--- src/rtl/execute_stage.sv ---
// Execute/memory stage: registered ALU results, data-memory load/store handshake, branch redirect.
// Optional ecall display register enabled by defining EXECUTE_DISPLAY_EN.
module execute_stage #(
  parameter int ADDR_W = 11
) (
  input  logic              clk_i,
  input  logic              reset_i,
  input  logic [3:0]        aluControl_i,
  input  logic [31:0]       op1_i,
  input  logic [31:0]       op2_i,
  input  logic              mem_en_i,
  input  logic              mem_wr_i,
  input  logic [ADDR_W-1:0] mem_addr_i,
  input  logic              branch_en_i,
  input  logic [19:0]       pc_imm_i,
  input  logic              displayEn_i,
  input  logic [4:0]        wbAddr_i,
  input  logic              wbEnable_i,
  output logic              dmem_req_o,
  output logic              dmem_wr_o,
  output logic [ADDR_W-1:0] dmem_addr_o,
  output logic [31:0]       dmem_wdata_o,
  input  logic              dmem_ready_i,
  input  logic [31:0]       dmem_rdata_i,
  output logic [31:0]       write_data_o,
  output logic [4:0]        wbAddr_o,
  output logic              wbEnable_o,
  output logic              branch_taken_o,
  output logic [19:0]       branch_target_o,
  output logic              stall_o,
  output logic [31:0]       display_o
);

  typedef enum logic {IDLE, MEM_WAIT} state_t;

  state_t      state_q, state_d;
  logic [4:0]  mem_wb_addr_q;
  logic        mem_wb_en_q;
  logic [31:0] alu_result;
  logic [4:0]  shamt;

  assign shamt = op2_i[4:0];

  // NOTE: every always_comb output gets a default first so no path can infer a latch.
  always_comb begin
    alu_result = '0;
    case (aluControl_i)
      4'b0000: alu_result = op1_i + op2_i;
      4'b1000: alu_result = op1_i - op2_i;
      4'b0001: alu_result = op1_i << shamt;
      4'b0010: alu_result = {31'b0, $signed(op1_i) < $signed(op2_i)};
      4'b0011: alu_result = {31'b0, op1_i < op2_i};
      4'b0100: alu_result = op1_i ^ op2_i;
      4'b0101,
      4'b1011: alu_result = op1_i >> shamt;
      4'b1001,
      4'b1100: alu_result = $signed(op1_i) >>> shamt;
      4'b0110: alu_result = op1_i | op2_i;
      4'b0111: alu_result = op1_i & op2_i;
      4'b1101: alu_result = op1_i << 12;
      default: alu_result = '0;
    endcase
  end

  // NOTE: sequential state uses non-blocking assignments so all registers update together at the edge.
  always_ff @(posedge clk_i) begin
    if (reset_i) state_q <= IDLE;
    else         state_q <= state_d;
  end

  always_comb begin
    state_d = state_q;
    case (state_q)
      IDLE:     if (mem_en_i)     state_d = MEM_WAIT;
      MEM_WAIT: if (dmem_ready_i) state_d = IDLE;
      default:                    state_d = IDLE;
    endcase
  end

  assign stall_o = (state_q == MEM_WAIT);

  always_ff @(posedge clk_i) begin
    if (reset_i) begin
      dmem_req_o      <= 1'b0;
      dmem_wr_o       <= 1'b0;
      dmem_addr_o     <= '0;
      dmem_wdata_o    <= '0;
      write_data_o    <= '0;
      wbAddr_o        <= '0;
      wbEnable_o      <= 1'b0;
      branch_taken_o  <= 1'b0;
      branch_target_o <= '0;
      mem_wb_addr_q   <= '0;
      mem_wb_en_q     <= 1'b0;
    end else begin
      wbEnable_o     <= 1'b0;
      branch_taken_o <= 1'b0;
      case (state_q)
        IDLE: begin
          if (mem_en_i) begin
            dmem_req_o    <= 1'b1;
            dmem_wr_o     <= mem_wr_i;
            dmem_addr_o   <= mem_addr_i;
            dmem_wdata_o  <= op1_i;
            mem_wb_addr_q <= wbAddr_i;
            mem_wb_en_q   <= wbEnable_i;
          end else begin
            write_data_o   <= alu_result;
            wbAddr_o       <= wbAddr_i;
            wbEnable_o     <= wbEnable_i;
            branch_taken_o <= branch_en_i;
            if (branch_en_i) branch_target_o <= pc_imm_i;
          end
        end
        MEM_WAIT: begin
          // Request fields stay frozen until the memory answers.
          if (dmem_ready_i) begin
            dmem_req_o <= 1'b0;
            dmem_wr_o  <= 1'b0;
            wbAddr_o   <= mem_wb_addr_q;
            if (!dmem_wr_o) begin
              write_data_o <= dmem_rdata_i;
              wbEnable_o   <= mem_wb_en_q;
            end
          end
        end
        default: ;
      endcase
    end
  end

`ifdef EXECUTE_DISPLAY_EN
  always_ff @(posedge clk_i) begin
    if (reset_i)                                display_o <= '0;
    else if (state_q == IDLE && displayEn_i)    display_o <= op1_i;
  end
`else
  logic unused_display_en;
  assign unused_display_en = displayEn_i;
  assign display_o         = '0;
`endif

endmodule

--- config.mk ---
export PLATFORM = sky130hd
export DESIGN_NAME = execute_stage
export DESIGN_NICKNAME = d
export VERILOG_FILES = /design/src/rtl/execute_stage.sv
export SDC_FILE = /design/constraint.sdc
export NUM_CORES = 1
export LEC_CHECK = 0
export CAP_MARGIN = 20
export CORE_ASPECT_RATIO = 1.75
export CORE_MARGIN = 1.5
export CORE_UTILIZATION = 42
export CTS_BUF_LIST = sky130_fd_sc_hd__clkbuf_16
export DETAILED_ROUTE_END_ITERATION = 10
export PLACE_DENSITY = 0.68
export SETUP_SLACK_MARGIN = 0.2
export SLEW_MARGIN = 30
export SYNTH_ARGS = -nofsm -noshare
export SYNTH_HDL_FRONTEND = slang
export SYNTH_SLANG_ARGS = --single-unit
--- constraint.sdc ---
create_clock -name clk_i -period 6.9 [get_ports clk_i]
set_input_delay 1.38 -clock clk_i [delete_from_list [all_inputs] [get_ports clk_i]]
set_output_delay 1.38 -clock clk_i [all_outputs]
set_load 0.01 [all_outputs]
# [Word level (Yosys, flattened, before mapping)]
# Index checks and enable logic that the tools add are counted.
[classes] n_reduce_logical=9 n_lt_le_gt_ge=2 addsub=2 muxes=20 n_shift=3 eq_ne=16 bitwise=5
[op_table] cell="$pmux W32 S11" count=1
[op_table] cell="$mux W32" count=3
[op_table] cell="$lt A32 B32 Y1" count=2
[op_table] cell="$pmux W32 S2" count=1
[op_table] cell="$add A32 B32 Y32" count=1
[op_table] cell="$and A32 B32 Y32" count=1
[op_table] cell="$or A32 B32 Y32" count=1
[op_table] cell="$shl A32 B5 Y32" count=1
[op_table] cell="$shr A32 B5 Y32" count=1
[op_table] cell="$sshr A32 B5 Y32" count=1
[op_table] cell="$sub A32 B32 Y32" count=1
[op_table] cell="$xor A32 B32 Y32" count=1
[op_table] cell="$eq A4 B4 Y1 const B" count=5
[op_table] cell="$eq A4 B3 Y1 const B" count=4
[op_table] cell="$mux W5" count=2
[op_table] cell="$pmux W5 S2" count=1
[op_table] cell="$eq A4 B2 Y1 const B" count=2
[op_table] cell="$mux W1" count=8
[op_table] cell="$ne A2 B2 Y1 const B" count=4
[op_table] cell="$pmux W1 S2" count=4
[op_table] cell="$reduce_and A2 Y1" count=3
[op_table] cell="$reduce_and A3 Y1" count=2
[op_table] cell="$eq A4 B1 Y1 const B" count=1
[op_table] cell="$logic_not A4 Y1" count=1
[op_table] cell="3 further kinds" count=5
[word_totals] in_bits=144 ff_bits=111 wordCells=69 out_inout_bits=137

# [Longest topological paths before layout]
[depth] word_depth=5 ltp_mapped=17 depth_no_buf=14

# [Worst setup path after synthesis]
# OpenSTA, ideal clock, no wires.
[synth_timing] path_type="input to register" start="input op2_i[2]" end="register write_data_o[28]" setup_time_ns=0.131 arrival_time_ns=5.224 path_stages=17 n_path_buf=5 t_required_ns=6.769 path_slack_ns=1.545 cell_sequence="clkbuf_1 -> inv_1 -> clkbuf_1 -> buf_1 -> clkbuf_1 -> ha_1 -> buf_4 -> nand2b_1 -> a221oi_1 -> nor4_2 -> o311ai_2 -> a2111oi_2 -> a211oi_1 -> or2_1 -> a21oi_1 -> a2111oi_0 -> nor3_1"
[synth_via] elab_chain_cells=4 word_cells_on_any_way=8 classes_between="add/sub (2); shift (3); mux (3)"
[synth_rtl] element="start: declaration" line="10" rtl="input logic [31:0] op2_i,"
[synth_rtl] element="$sub A32 B32 Y32, or another cell as far along" line="49" rtl="4'b1000: alu_result = op1_i - op2_i;"
[synth_rtl] element="$pmux W32 S11 *" line="47" rtl="case (aluControl_i)"
[synth_rtl] element="$mux W32 *" line="100" rtl="if (mem_en_i) begin"
[synth_rtl] element="$pmux W32 S2 *" line="98" rtl="case (state_q)"
[synth_rtl] element="end signal: assignment" line="108" rtl="write_data_o <= alu_result;"
[synth_rtl] element="end signal: assignment" line="122" rtl="write_data_o <= dmem_rdata_i;"
[synth_rtl] element="end: declaration" line="25" rtl="output logic [31:0] write_data_o,"
# Every way passes the cells marked *; elsewhere a longest branch is shown, timed or not. The select of a mux whose other input is x is not followed.
# A chain may end at the register's enable or synchronous reset.

# [Worst setup path in the final report]
[layout_timing] start="input op1_i[0]" end="register write_data_o[0]"
[layout_via] elab_chain_cells=4 word_cells_on_any_way=13 classes_between="add/sub (2); order compare (2); shift (3); mux (3); bitwise (3)"
[layout_rtl] element="start: declaration" line="9" rtl="input logic [31:0] op1_i,"
[layout_rtl] element="$sub A32 B32 Y32, or another cell as far along" line="49"
[layout_rtl] element="$pmux W32 S11 *" line="47"
[layout_rtl] element="$mux W32 *" line="100"
[layout_rtl] element="$pmux W32 S2 *" line="98"
# Marks and branches as above.

==> qor.yml <==
status: "completed"
insertion_delay_ns: 0.38
cts_tree: "done"
vias: 15900
max_cap_violations: 0
track_usage_pct: 41.6
vias_per_cell: 6.58
synth_cells: 1857
tns_ns: 0
area_growth_pct: 22.4
min_path_type: "reg -> reg"
syn_avg_cell_area_um2: 7.24
finalCritPeriodShare_pct: 85.6
hold_viol: 0
crit_path_end_kind: "register"
numClockSinks: 111
fp-row-count: 86
yosysMostFrequentCell: "nand2_1"
maxSlewHeadroom_pct: 25.9
finalClockSkew_ns: 0.00833
setup_viol: 0
ys_seq_elements: 111
leakage_nw: 6.51
wl_per_cell_um: 29.3
power_mw: 2.51
die_y_um: 240
ctsHtreeMaxLevel: 3
clk_pin_slew_ns: 0.08
ant_nets: 0
detailed_place_hpwl_um: 53800
grt_first_pass_wirelength_um: 102000
cp.required_ns: 7.18
crit_arrival_ns: 6.19
rsz0062_at_grt: "no"
min_period_ns: 5.91
synth_seq_area_share_pct: 16.5
yosys.area.top_type: "dfxtp_1"
cp-start-kind: "primary input"
fin_cells: 2419
gp_congestion: 1.10
rr_endpoint: "write_data_o[0]"
finalMaxSlewViolations: 0
regToRegStartpoint: "stall_o"
timing.hold.ws_ns: 0.455
yosysWarnings: 0
seq_area_mm2: 0.00222
drive_gt1_share_pct: 9.10
multi_input_area_mm2: 0.0101
place_ws_ns: 1.09
setup_slack_ns: 0.994
synth_ff_type: "dfxtp_1"
final_nets: 2266
initial_core_util_pct: 42.6
cts_buffer_depth: 2
synth_edf_count: 0
ctsHoldBuffers: 0
worstMarginPinSlew_ns: 1.11
ys_types: 87
fmax_ghz: 0.169
io_buffers: 247
p_per_area_mw_per_mm2: 152
cts_resized: 0
cts_buffers: 9
dr.pass1.iters: 6
grt_overflow: 0
detail_route.iter0.violations: 1635
ff2ff_path_depth: 9
drt-total-wl_um: 70800
dp_cells: 2402
vdd_drop_max_uv: 156
cp_max_fo: 7
reg2reg_slack_ns: 3.58
core-area_mm2: 0.0315
synth_top_area_share_pct: 16.5
synth_async_sr_flop_share_pct: 0
ios: 281
syn_area_mm2: 0.0134
endpoint: "write_data_o[0]"
path_class: "in -> reg"
netlist_top_cells_count: "nand2_1, a21oi_1, nor2_1"
die_w_um: 138
dieArea_mm2: 0.0331
drc: 0
utilization_pct: 52.2
synth_area_leaders: "dfxtp_1, ha_1, mux4_2"
grt_pass1_vias: 15100
post-route-cell-area_mm2: 0.0165
antenna_found_initial: 3
root_buffer: "clkbuf_16"
fill_cells: 3131
place_area_mm2: 0.0161
crit_path_start: "op1_i[0]"
post-cts-setup-buffers: 0
grt_start_max_net_pins: 81
-- registers in the layout (all words and copies together) (netlist names) --
name,cells
branch_taken_o,1
branch_target_o,20
dmem_addr_o,11
dmem_req_o,1
dmem_wdata_o,32
dmem_wr_o,1
mem_wb_addr_q,5
mem_wb_en_q,1
stall_o,1
wbAddr_o,5
wbEnable_o,1
write_data_o,32
-- per-layer routing --
metal / GRT usage (%) / vias up / part of all wire, %
li1: - / 7042 / -
met3: 8.00 / 330 / 8.1
met2: 67.8 / 1059 / 46
met4: 41.3 / 6 / 12
met1: 44.3 / 7472 / 33
met5: 0 / - / 0.052
-- layout by cell type (no fill, tap or decap), types with 6 or more instances in the layout --
cell type        instances
nand3_1                 33
mux2_2                  11
conb_1                  32
mux4_2                  55
a21o_1                  19
nor3_1                  40
a221o_1                 10
o22ai_1                 23
o2111ai_1               12
o21bai_1                18
clkbuf_16                9
a2111oi_0                9
o221ai_1                23
xnor2_1                 13
ha_1                   103
clkdlybuf4s50_1        241
or3_1                   10
o211ai_1                19
inv_1                   99
a31oi_1                 11
dfxtp_1                110
a21oi_1                214
a211oi_1                33
a22oi_1                  7
o21ai_0                 87
mux2i_1                 47
o21a_1                   6
a222oi_1                12
a221oi_1                28
a211o_1                  8
and3_1                  12
o31ai_1                  8
nor2b_1                  7
nand2_1                251
and2_1                  13
nor2_1                 201
nor4_1                  15
buf_4                   64
nand2b_1                 9
-- how the worst min path moves through the flow --
stage,slack (ns),end,start,cells past startpoint
finish,0.46,dmem_addr_o[1],dmem_addr_o[1],2
global route,0.48,dmem_wdata_o[18],dmem_wdata_o[18],2
CTS,0.46,branch_target_o[2],branch_target_o[2],2
detailed placement,0.45,dmem_wdata_o[16],dmem_wdata_o[16],2
global placement,0.44,branch_target_o[2],branch_target_o[2],2
floorplan,0.44,mem_wb_addr_q[0],mem_wb_addr_q[0],2
-- report_power, final --
part / switching (mW) / leakage (nW) / internal, mW
clock: 0.283 / 0.148 / 0.257
sequential: 0.0281 / 0.912 / 0.687
combinational: 0.773 / 5.45 / 0.479
-- critical path, cell delays in order --
cell	delay [ns]
clkdlybuf4s50_1	0.68
inv_1	0.22
ha_1	0.19
inv_1	0.06
fa_1	0.40
nand2b_1	0.10
a221oi_1	0.10
buf_4	0.19
nor4_2	0.36
o311ai_2	0.19
a2111oi_2	0.59
a2111oi_2	0.21
o21ai_0	0.35
a21oi_1	0.14
o21ai_0	0.74
nor4b_1	0.28
-- area by class of cell --
class                      count  area share (%)
inverter                     101            2.30
clock inverter                 7           0.479
clock buffer                   9            1.37
multi-input combinational   1484            61.5
tap                          396            3.01
antenna                        1          0.0152
timing repair buffer         310            17.8
sequential                   111            13.5
-- logic make-up after synthesis --
group           after synthesis  synth area share [%]
simple gates                625                  20.3
compound gates              594                  29.2
buf+inv                     293                  9.49
mux                         113                  13.6
flops                       111                  16.5
fa+ha+maj                   105                  9.88
xor+xnor                     15                 0.977
other cells                   1                0.0279
Power figures use the tool's default switching activity.
